File: src/rtl/rram_command_sequencer.sv
// RRAM command sequencer: synchronises host strobes, decodes the latched command and
// drives timed READ / SET / RESET pulses onto the array with ready/busy reporting.
module rram_command_sequencer #(
    parameter int unsigned ADDR_W         = 8,
    parameter int unsigned READ_CYCLES    = 4,
    parameter int unsigned SET_CYCLES     = 10,
    parameter int unsigned RESET_CYCLES   = 12,
    parameter int unsigned RECOVER_CYCLES = 2
) (
    input  logic              clk,
    input  logic              rst_n,
    input  logic [3:0]        command,
    input  logic              command_register_ready,
    input  logic [ADDR_W-1:0] address,
    input  logic              address_ready,
    output logic [ADDR_W-1:0] array_addr,
    output logic              read_en,
    output logic              set_en,
    output logic              reset_en,
    output logic              ready_busy_n,
    output logic              status_fail
);

    localparam int unsigned MaxA   = (READ_CYCLES > SET_CYCLES) ? READ_CYCLES : SET_CYCLES;
    localparam int unsigned MaxB   = (RESET_CYCLES > RECOVER_CYCLES) ? RESET_CYCLES
                                                                      : RECOVER_CYCLES;
    localparam int unsigned MaxCyc = (MaxA > MaxB) ? MaxA : MaxB;
    localparam int unsigned CntW   = (MaxCyc > 1) ? $clog2(MaxCyc) : 1;

    localparam logic [3:0] CmdRead  = 4'b0001;
    localparam logic [3:0] CmdSet   = 4'b0010;
    localparam logic [3:0] CmdReset = 4'b0011;
    localparam logic [3:0] CmdSoft  = 4'b1111;

    typedef enum logic [1:0] {StIdle, StWaitAddr, StExecute, StRecover} state_e;
    typedef enum logic [1:0] {OpRead, OpSet, OpReset} op_e;

    state_e            state_q, state_d;
    op_e               op_q, op_d;
    logic [CntW-1:0]   cnt_q, cnt_d;
    logic [ADDR_W-1:0] addr_q, addr_d;
    logic              read_q, read_d, set_q, set_d, reset_q, reset_d;
    logic              rb_q, rb_d, fail_q, fail_d;
    logic [2:0]        cmd_sync_q, cmd_sync_d, addr_sync_q, addr_sync_d;
    logic              cmd_stb, addr_stb;

    // Two metastability flops plus a delay flop; strobe marks the rising edge only.
    assign cmd_sync_d  = {cmd_sync_q[1:0], command_register_ready};
    assign addr_sync_d = {addr_sync_q[1:0], address_ready};
    assign cmd_stb     = cmd_sync_q[1] & ~cmd_sync_q[2];
    assign addr_stb    = addr_sync_q[1] & ~addr_sync_q[2];

    always_comb begin
        state_d = state_q;
        op_d    = op_q;
        cnt_d   = cnt_q;
        addr_d  = addr_q;
        read_d  = read_q;
        set_d   = set_q;
        reset_d = reset_q;
        rb_d    = rb_q;
        fail_d  = fail_q;
        if (state_q != StIdle && cmd_stb && command == CmdSoft) begin
            // Abort: array_addr deliberately left untouched.
            state_d = StIdle;
            read_d  = 1'b0;
            set_d   = 1'b0;
            reset_d = 1'b0;
            rb_d    = 1'b1;
            cnt_d   = '0;
        end else begin
            case (state_q)
                StIdle: begin
                    if (cmd_stb) begin
                        case (command)
                            CmdRead, CmdSet, CmdReset: begin
                                op_d    = (command == CmdRead) ? OpRead :
                                          (command == CmdSet)  ? OpSet  : OpReset;
                                fail_d  = 1'b0;
                                rb_d    = 1'b0;
                                state_d = StWaitAddr;
                            end
                            CmdSoft: fail_d = 1'b0;
                            default: fail_d = 1'b1;
                        endcase
                    end
                end
                StWaitAddr: begin
                    if (addr_stb) begin
                        addr_d  = address;
                        state_d = StExecute;
                        case (op_q)
                            OpRead: begin
                                cnt_d  = CntW'(READ_CYCLES - 1);
                                read_d = 1'b1;
                            end
                            OpSet: begin
                                cnt_d = CntW'(SET_CYCLES - 1);
                                set_d = 1'b1;
                            end
                            default: begin
                                cnt_d   = CntW'(RESET_CYCLES - 1);
                                reset_d = 1'b1;
                            end
                        endcase
                    end
                end
                StExecute: begin
                    if (cnt_q == '0) begin
                        read_d  = 1'b0;
                        set_d   = 1'b0;
                        reset_d = 1'b0;
                        cnt_d   = CntW'(RECOVER_CYCLES - 1);
                        state_d = StRecover;
                    end else begin
                        cnt_d = cnt_q - 1'b1;
                    end
                end
                StRecover: begin
                    if (cnt_q == '0) begin
                        state_d = StIdle;
                        rb_d    = 1'b1;
                    end else begin
                        cnt_d = cnt_q - 1'b1;
                    end
                end
                default: state_d = StIdle;
            endcase
        end
    end

    always_ff @(posedge clk or negedge rst_n) begin
        if (!rst_n) begin
            state_q     <= StIdle;
            op_q        <= OpRead;
            cnt_q       <= '0;
            addr_q      <= '0;
            read_q      <= 1'b0;
            set_q       <= 1'b0;
            reset_q     <= 1'b0;
            rb_q        <= 1'b1;
            fail_q      <= 1'b0;
            cmd_sync_q  <= '0;
            addr_sync_q <= '0;
        end else begin
            state_q     <= state_d;
            op_q        <= op_d;
            cnt_q       <= cnt_d;
            addr_q      <= addr_d;
            read_q      <= read_d;
            set_q       <= set_d;
            reset_q     <= reset_d;
            rb_q        <= rb_d;
            fail_q      <= fail_d;
            cmd_sync_q  <= cmd_sync_d;
            addr_sync_q <= addr_sync_d;
        end
    end

    assign array_addr   = addr_q;
    assign read_en      = read_q;
    assign set_en       = set_q;
    assign reset_en     = reset_q;
    assign ready_busy_n = rb_q;
    assign status_fail  = fail_q;

endmodule

File: config.mk
export PLATFORM = sky130hd
export DESIGN_NAME = rram_command_sequencer
export DESIGN_NICKNAME = d
export VERILOG_FILES = /design/src/rtl/rram_command_sequencer.sv
export SDC_FILE = /design/constraint.sdc
export NUM_CORES = 1
export LEC_CHECK = 0
export ABC_AREA = 1
export CAP_MARGIN = 10
export CORE_AREA = 2 2 51 65
export DETAILED_ROUTE_END_ITERATION = 10
export DIE_AREA = 0 0 53 67
export GPL_ROUTABILITY_DRIVEN = 0
export PLACE_DENSITY_LB_ADDON = 0.2
export SKIP_LAST_GASP = 1
export SYNTH_ARGS = -nofsm -noshare
export SYNTH_HDL_FRONTEND = slang
export SYNTH_SLANG_ARGS = --single-unit
File: constraint.sdc
create_clock -name clk -period 2 [get_ports clk]
set_input_delay 0.6 -clock clk [delete_from_list [all_inputs] [get_ports clk]]
set_output_delay 0.6 -clock clk [all_outputs]
set_load 0.05 [all_outputs]
Word level (Yosys, flattened, before mapping) --
Index checks and enable logic that the tools add are counted.
Operators by class: mux-type cells 34, eq/ne operators 17, bitwise gates (word level) 5, add/subtract/negate cells 1, reduce and logical (&&, ||, !) cells 21
Operators by type and width (count):
- != test 3 bit (second input constant) | 8
- AND reduction 4 bit | 5
- 2-to-1 mux 2 bit | 8
- 2-to-1 mux 4 bit | 4
- 2-to-1 mux 1 bit | 15
- one-hot mux 4 bit (3 select lines) | 1
- AND reduction 3 bit | 3
- equality test 4 x 2 -> 1 bit (second input constant) | 2
- one-hot mux 1 bit (2 select lines) | 4
- one-hot mux 2 bit (4 select lines) | 1
- one-hot mux 4 bit (2 select lines) | 1
- nonzero test 3 bit | 2
- AND reduction 5 bit | 1
- equality test 2 x 1 -> 1 bit (second input constant) | 2
- equality test 2 bit (second input constant) | 2
- equality test 4 x 1 -> 1 bit (second input constant) | 1
- equality test 4 bit (second input constant) | 1
- logical NOT 2 bit | 2
- logical NOT 4 bit | 1
- nonzero test 4 bit | 1
- OR reduction 4 bit | 1
- subtractor 4 x 1 -> 4 bit (second input constant) | 1
- != test 3 x 2 -> 1 bit (second input constant) | 1
- inverter 1 bit | 3
- other kinds (5) | 7
Word-level totals: flip-flop bits (word level) 27, output and inout bits 13, logic and storage cells 89, input port bits 16

Depth between registers and ports, before layout --
word-level depth 6, gate-level depth with buffers 10, mapped depth without buffers 10

Worst setup path after synthesis --
Ideal clock, no wire load.
kind reg-to-reg, start point register state_q[0], end point register state_q[0], period minus slack after synthesis 1438 ps, arrival time 1322 ps, cell stages (with the launch flop) 10, setup time 117 ps, path buffers 1, required time 1883 ps, slack 562 ps, cell sequence dfrtp_1 -> inv_1 -> ha_1 -> nor2_2 -> nand2_4 -> buf_6 -> a21oi_2 -> nand3_1 -> nand2_1 -> nand2_1
On the way: longest elaborated chain between the ends 5, elaborated cells on any way between the ends 15, those cells by class eq/ne: 8; mux: 2; reduce/logical: 5
Ends and longest elaborated chain:
- start, declared | line 38 | state_e state_q, state_d;
- start signal, assigned | line 134 | state_q <= StIdle;
- start signal, assigned | line 146 | state_q <= state_d;
- nonzero test 2 bit | line 63 | if (state_q != StIdle && cmd_stb && command == CmdSoft) begin
- logical AND 1 bit (2 in series) | line 63
- != test 3 x 2 -> 1 bit (no source line) or != test 3 bit (tied branches)
- AND reduction 5 bit (no source line)
Several ways; a longest one is shown, not always the timed one. A chain may end at the register's enable or synchronous reset.

Final worst setup path --
start point input command[0], end point register addr_q[4] (netlist: array_addr[4])
On the way: longest elaborated chain between the ends 4
Ends and longest elaborated chain:
- start, declared | line 12 | input logic [3:0] command,
- equality test 4 bit | line 63
- logical AND 1 bit | line 63
- inverter 1 bit (no source line)
- AND reduction 3 bit (no source line)
- end signal, assigned | line 149 | addr_q <= addr_d;
- end, declared | line 41 | logic [ADDR_W-1:0] addr_q, addr_d;
No other way between the ends.

==> flow_summary.json <==
{
  "fp.dieW_um": 53,
  "hpwl_um": 2400,
  "tightestPinTransition_ns": 0.475,
  "power_density_mw_per_mm2": 1600,
  "yosys_most_used_dff": "dfrtp_1",
  "wl_per_cell_um": 11.0,
  "grt_pass1_vias": 1309,
  "synth_cells": 191,
  "synth_commonest_cells": "63 x nand2_1, 26 x dfrtp_1, 25 x inv_1",
  "avgSynthCellArea_um2": 7.66,
  "clkSinkCount": 27,
  "r2r_cells": 8,
  "clk_latency_ns": 0.32,
  "antenna_found_initial": 0,
  "start_util_pct": 50.6,
  "avgViaCountPerCell": 4.97,
  "htreeDepth": 1,
  "first_iter_violations": 33,
  "routed_wl_um": 2880,
  "rsz0062_at_grt": "false",
  "synth-async-reset-ratio_pct": 100,
  "seq_area_frac_synth_pct": 46.2,
  "io_pins": 29,
  "core_area_mm2": 0.00289,
  "ant_nets": 0,
  "fin_ws_ns": 0.289,
  "dp_slack_ns": -0.0683,
  "clk_pin_slew_ns": 0.15,
  "p_leak_nw": 0.970,
  "cp_max_fo": 17,
  "grt_max_degree": 20,
  "fin_crit_sh_pct": 85.6,
  "area_growth_pct": 24.5,
  "relSlewSlack_pct": 68.2,
  "critPathLaunchType": "input port",
  "root_buffer": "clkbuf_4",
  "finalCriticalPeriod_ns": 1.71,
  "drv_cap": 0,
  "portBuffers": 28,
  "num_rows": 22,
  "drc": 0,
  "synth-seq-cells": 27,
  "grt_pass1_wl_um": 5240,
  "synth_cell_types": 23,
  "clk_path_buf_depth": 2,
  "fmaxAchievable_mhz": 584,
  "die_y_um": 67,
  "grt_overflow": 0,
  "crit_type": "in2reg",
  "arrival_ns": 1.93,
  "cts_tree": "yes",
  "final_hold_viol_count": 0,
  "synth.most_common_cell": "nand2_1",
  "finalSetupViolations": 0,
  "synth_area_leader_cell": "dfrtp_1",
  "cts_buffers": 3,
  "synth_top_area_share_pct": 44.4,
  "post_cts_resized": 0,
  "nets": 248,
  "fin_hold_ws_ns": 0.370,
  "vias": 1298,
  "synth_top_cells_by_area": "dfrtp_1 44%, nand2_1 16%, inv_1 6.4%, ha_1 5.1%, nand3_1 5.1%",
  "antenna_cells": 0,
  "synth_edf_count": 0,
  "drv_slew": 0,
  "drt_pass1_iterations": 4,
  "hold_buffers": 0,
  "hold_class": "reg2reg",
  "cts.repair_timing.setup_buffer_count": 0,
  "worstHoldPathCells": 0,
  "outcome": "complete, no violations",
  "worst_setup_path_end_kind": "flop",
  "grt_usage_pct": 19.7,
  "worstPathRequired_ns": 2.22,
  "synth_nets": 213,
  "synth.cell_area_mm2": 0.00146,
  "post_route_cells_drive_above_1_share_pct": 13.8,
  "clock_skew_ns": 0.00875,
  "die-area_mm2": 0.00355,
  "reg2reg_slack_ns": 0.33,
  "vdd_drop_max_mv": 1.08,
  "yosys_warnings": 0
}
per-stage QoR:
stage | utilization (%) | power, mW | instances | instance area, um^2 | setup TNS, ns
2_1_floorplan | - | 2.20 | 191 | 1460 | 0
3_3_place_gp | 62.0 | 2.64 | 257 | 1790 | 0
3_5_place_dp | 62.0 | 2.70 | 257 | 1790 | -0.587
4_1_cts | 63.1 | 2.95 | 261 | 1820 | 0
5_1_grt | 63.1 | 3.20 | 261 | 1820 | 0
6_report | 63.1 | 2.92 | 261 | 1820 | 0
flip-flops by register name, summed over array words and instances, names as in the netlist:
| name | cells |
|---|---|
| set_en | 1 |
| array_addr | 8 |
| reset_en | 1 |
| state_q | 2 |
| cnt_q | 4 |
| read_en | 1 |
| addr_sync_q | 3 |
| cmd_sync_q | 3 |
| op_q | 2 |
| status_fail | 1 |
| ready_busy_n | 1 |
power breakdown:
group / internal, mW / switching, mW
sequential: 0.761 / 0.132
combinational: 0.586 / 1.20
clock: 0.0764 / 0.164
total: 1.42 / 1.50
cell usage in the layout (no fill, tap or decap), drive strengths merged:
cell and instances:
nand3 16, o22ai 1, nand2 67, dfrtp 26
xor2 1, buf 16, o211ai 2, dfstp 1
o21ai 17, o21a 1, nor2 21, clkdlybuf4s50 15
or2 1, a21oi 4, inv 25, nand4 1
clkinvlp 1, clkbuf 3, ha 6
final timing paths:
check | endpoint | startpoint
hold / removal | cmd_sync_q[1] | cmd_sync_q[0]
min in group asynchronous | cnt_q[2] | rst_n
max in group asynchronous | array_addr[7] | rst_n
hold reg to reg | cmd_sync_q[1] | cmd_sync_q[0]
setup reg to reg | array_addr[3] | state_q[0]
setup / recovery | array_addr[4] | command[0]
kinds of logic after synthesis:
| kind of cell | synth area share (%) |
|---|---|
| flip-flops | 46.2 |
| XOR/XNOR | 0.598 |
| AND/OR/NAND/NOR | 31.5 |
| buffers and inverters | 7.18 |
| AO/OA/AOI/OAI | 9.40 |
| adder cells (fa/ha/maj) | 5.13 |
critical path, cell delays in order:
cell and delay, ns:
clkdlybuf4s50_1 0.50, nand2_2 0.08, nor2_4 0.13, nand2_4 0.13, nand2_1 0.27, nor2_4 0.09
nand2_1 0.07, nand2_1 0.05
layout make-up:
| class | instances | area (um^2) |
|---|---|---|
| clock inverter | 1 | 7.51 |
| multi-input combinational | 138 | 682 |
| fill | 251 | 1070 |
| clock buffer | 3 | 22.5 |
| inverter | 25 | 93.8 |
| sequential | 27 | 677 |
| timing repair buffer | 31 | 295 |
| tap | 36 | 45.0 |
routing by layer:
metal	vias to the layer above	global-route usage [%]	share of wire (%)
met3	4	3.36	4.0
met5	-	0	0
met4	0	5.45	0.94
met1	599	21.1	40
li1	669	-	-
met2	26	38.3	55
(Power assumes the default switching activity.)
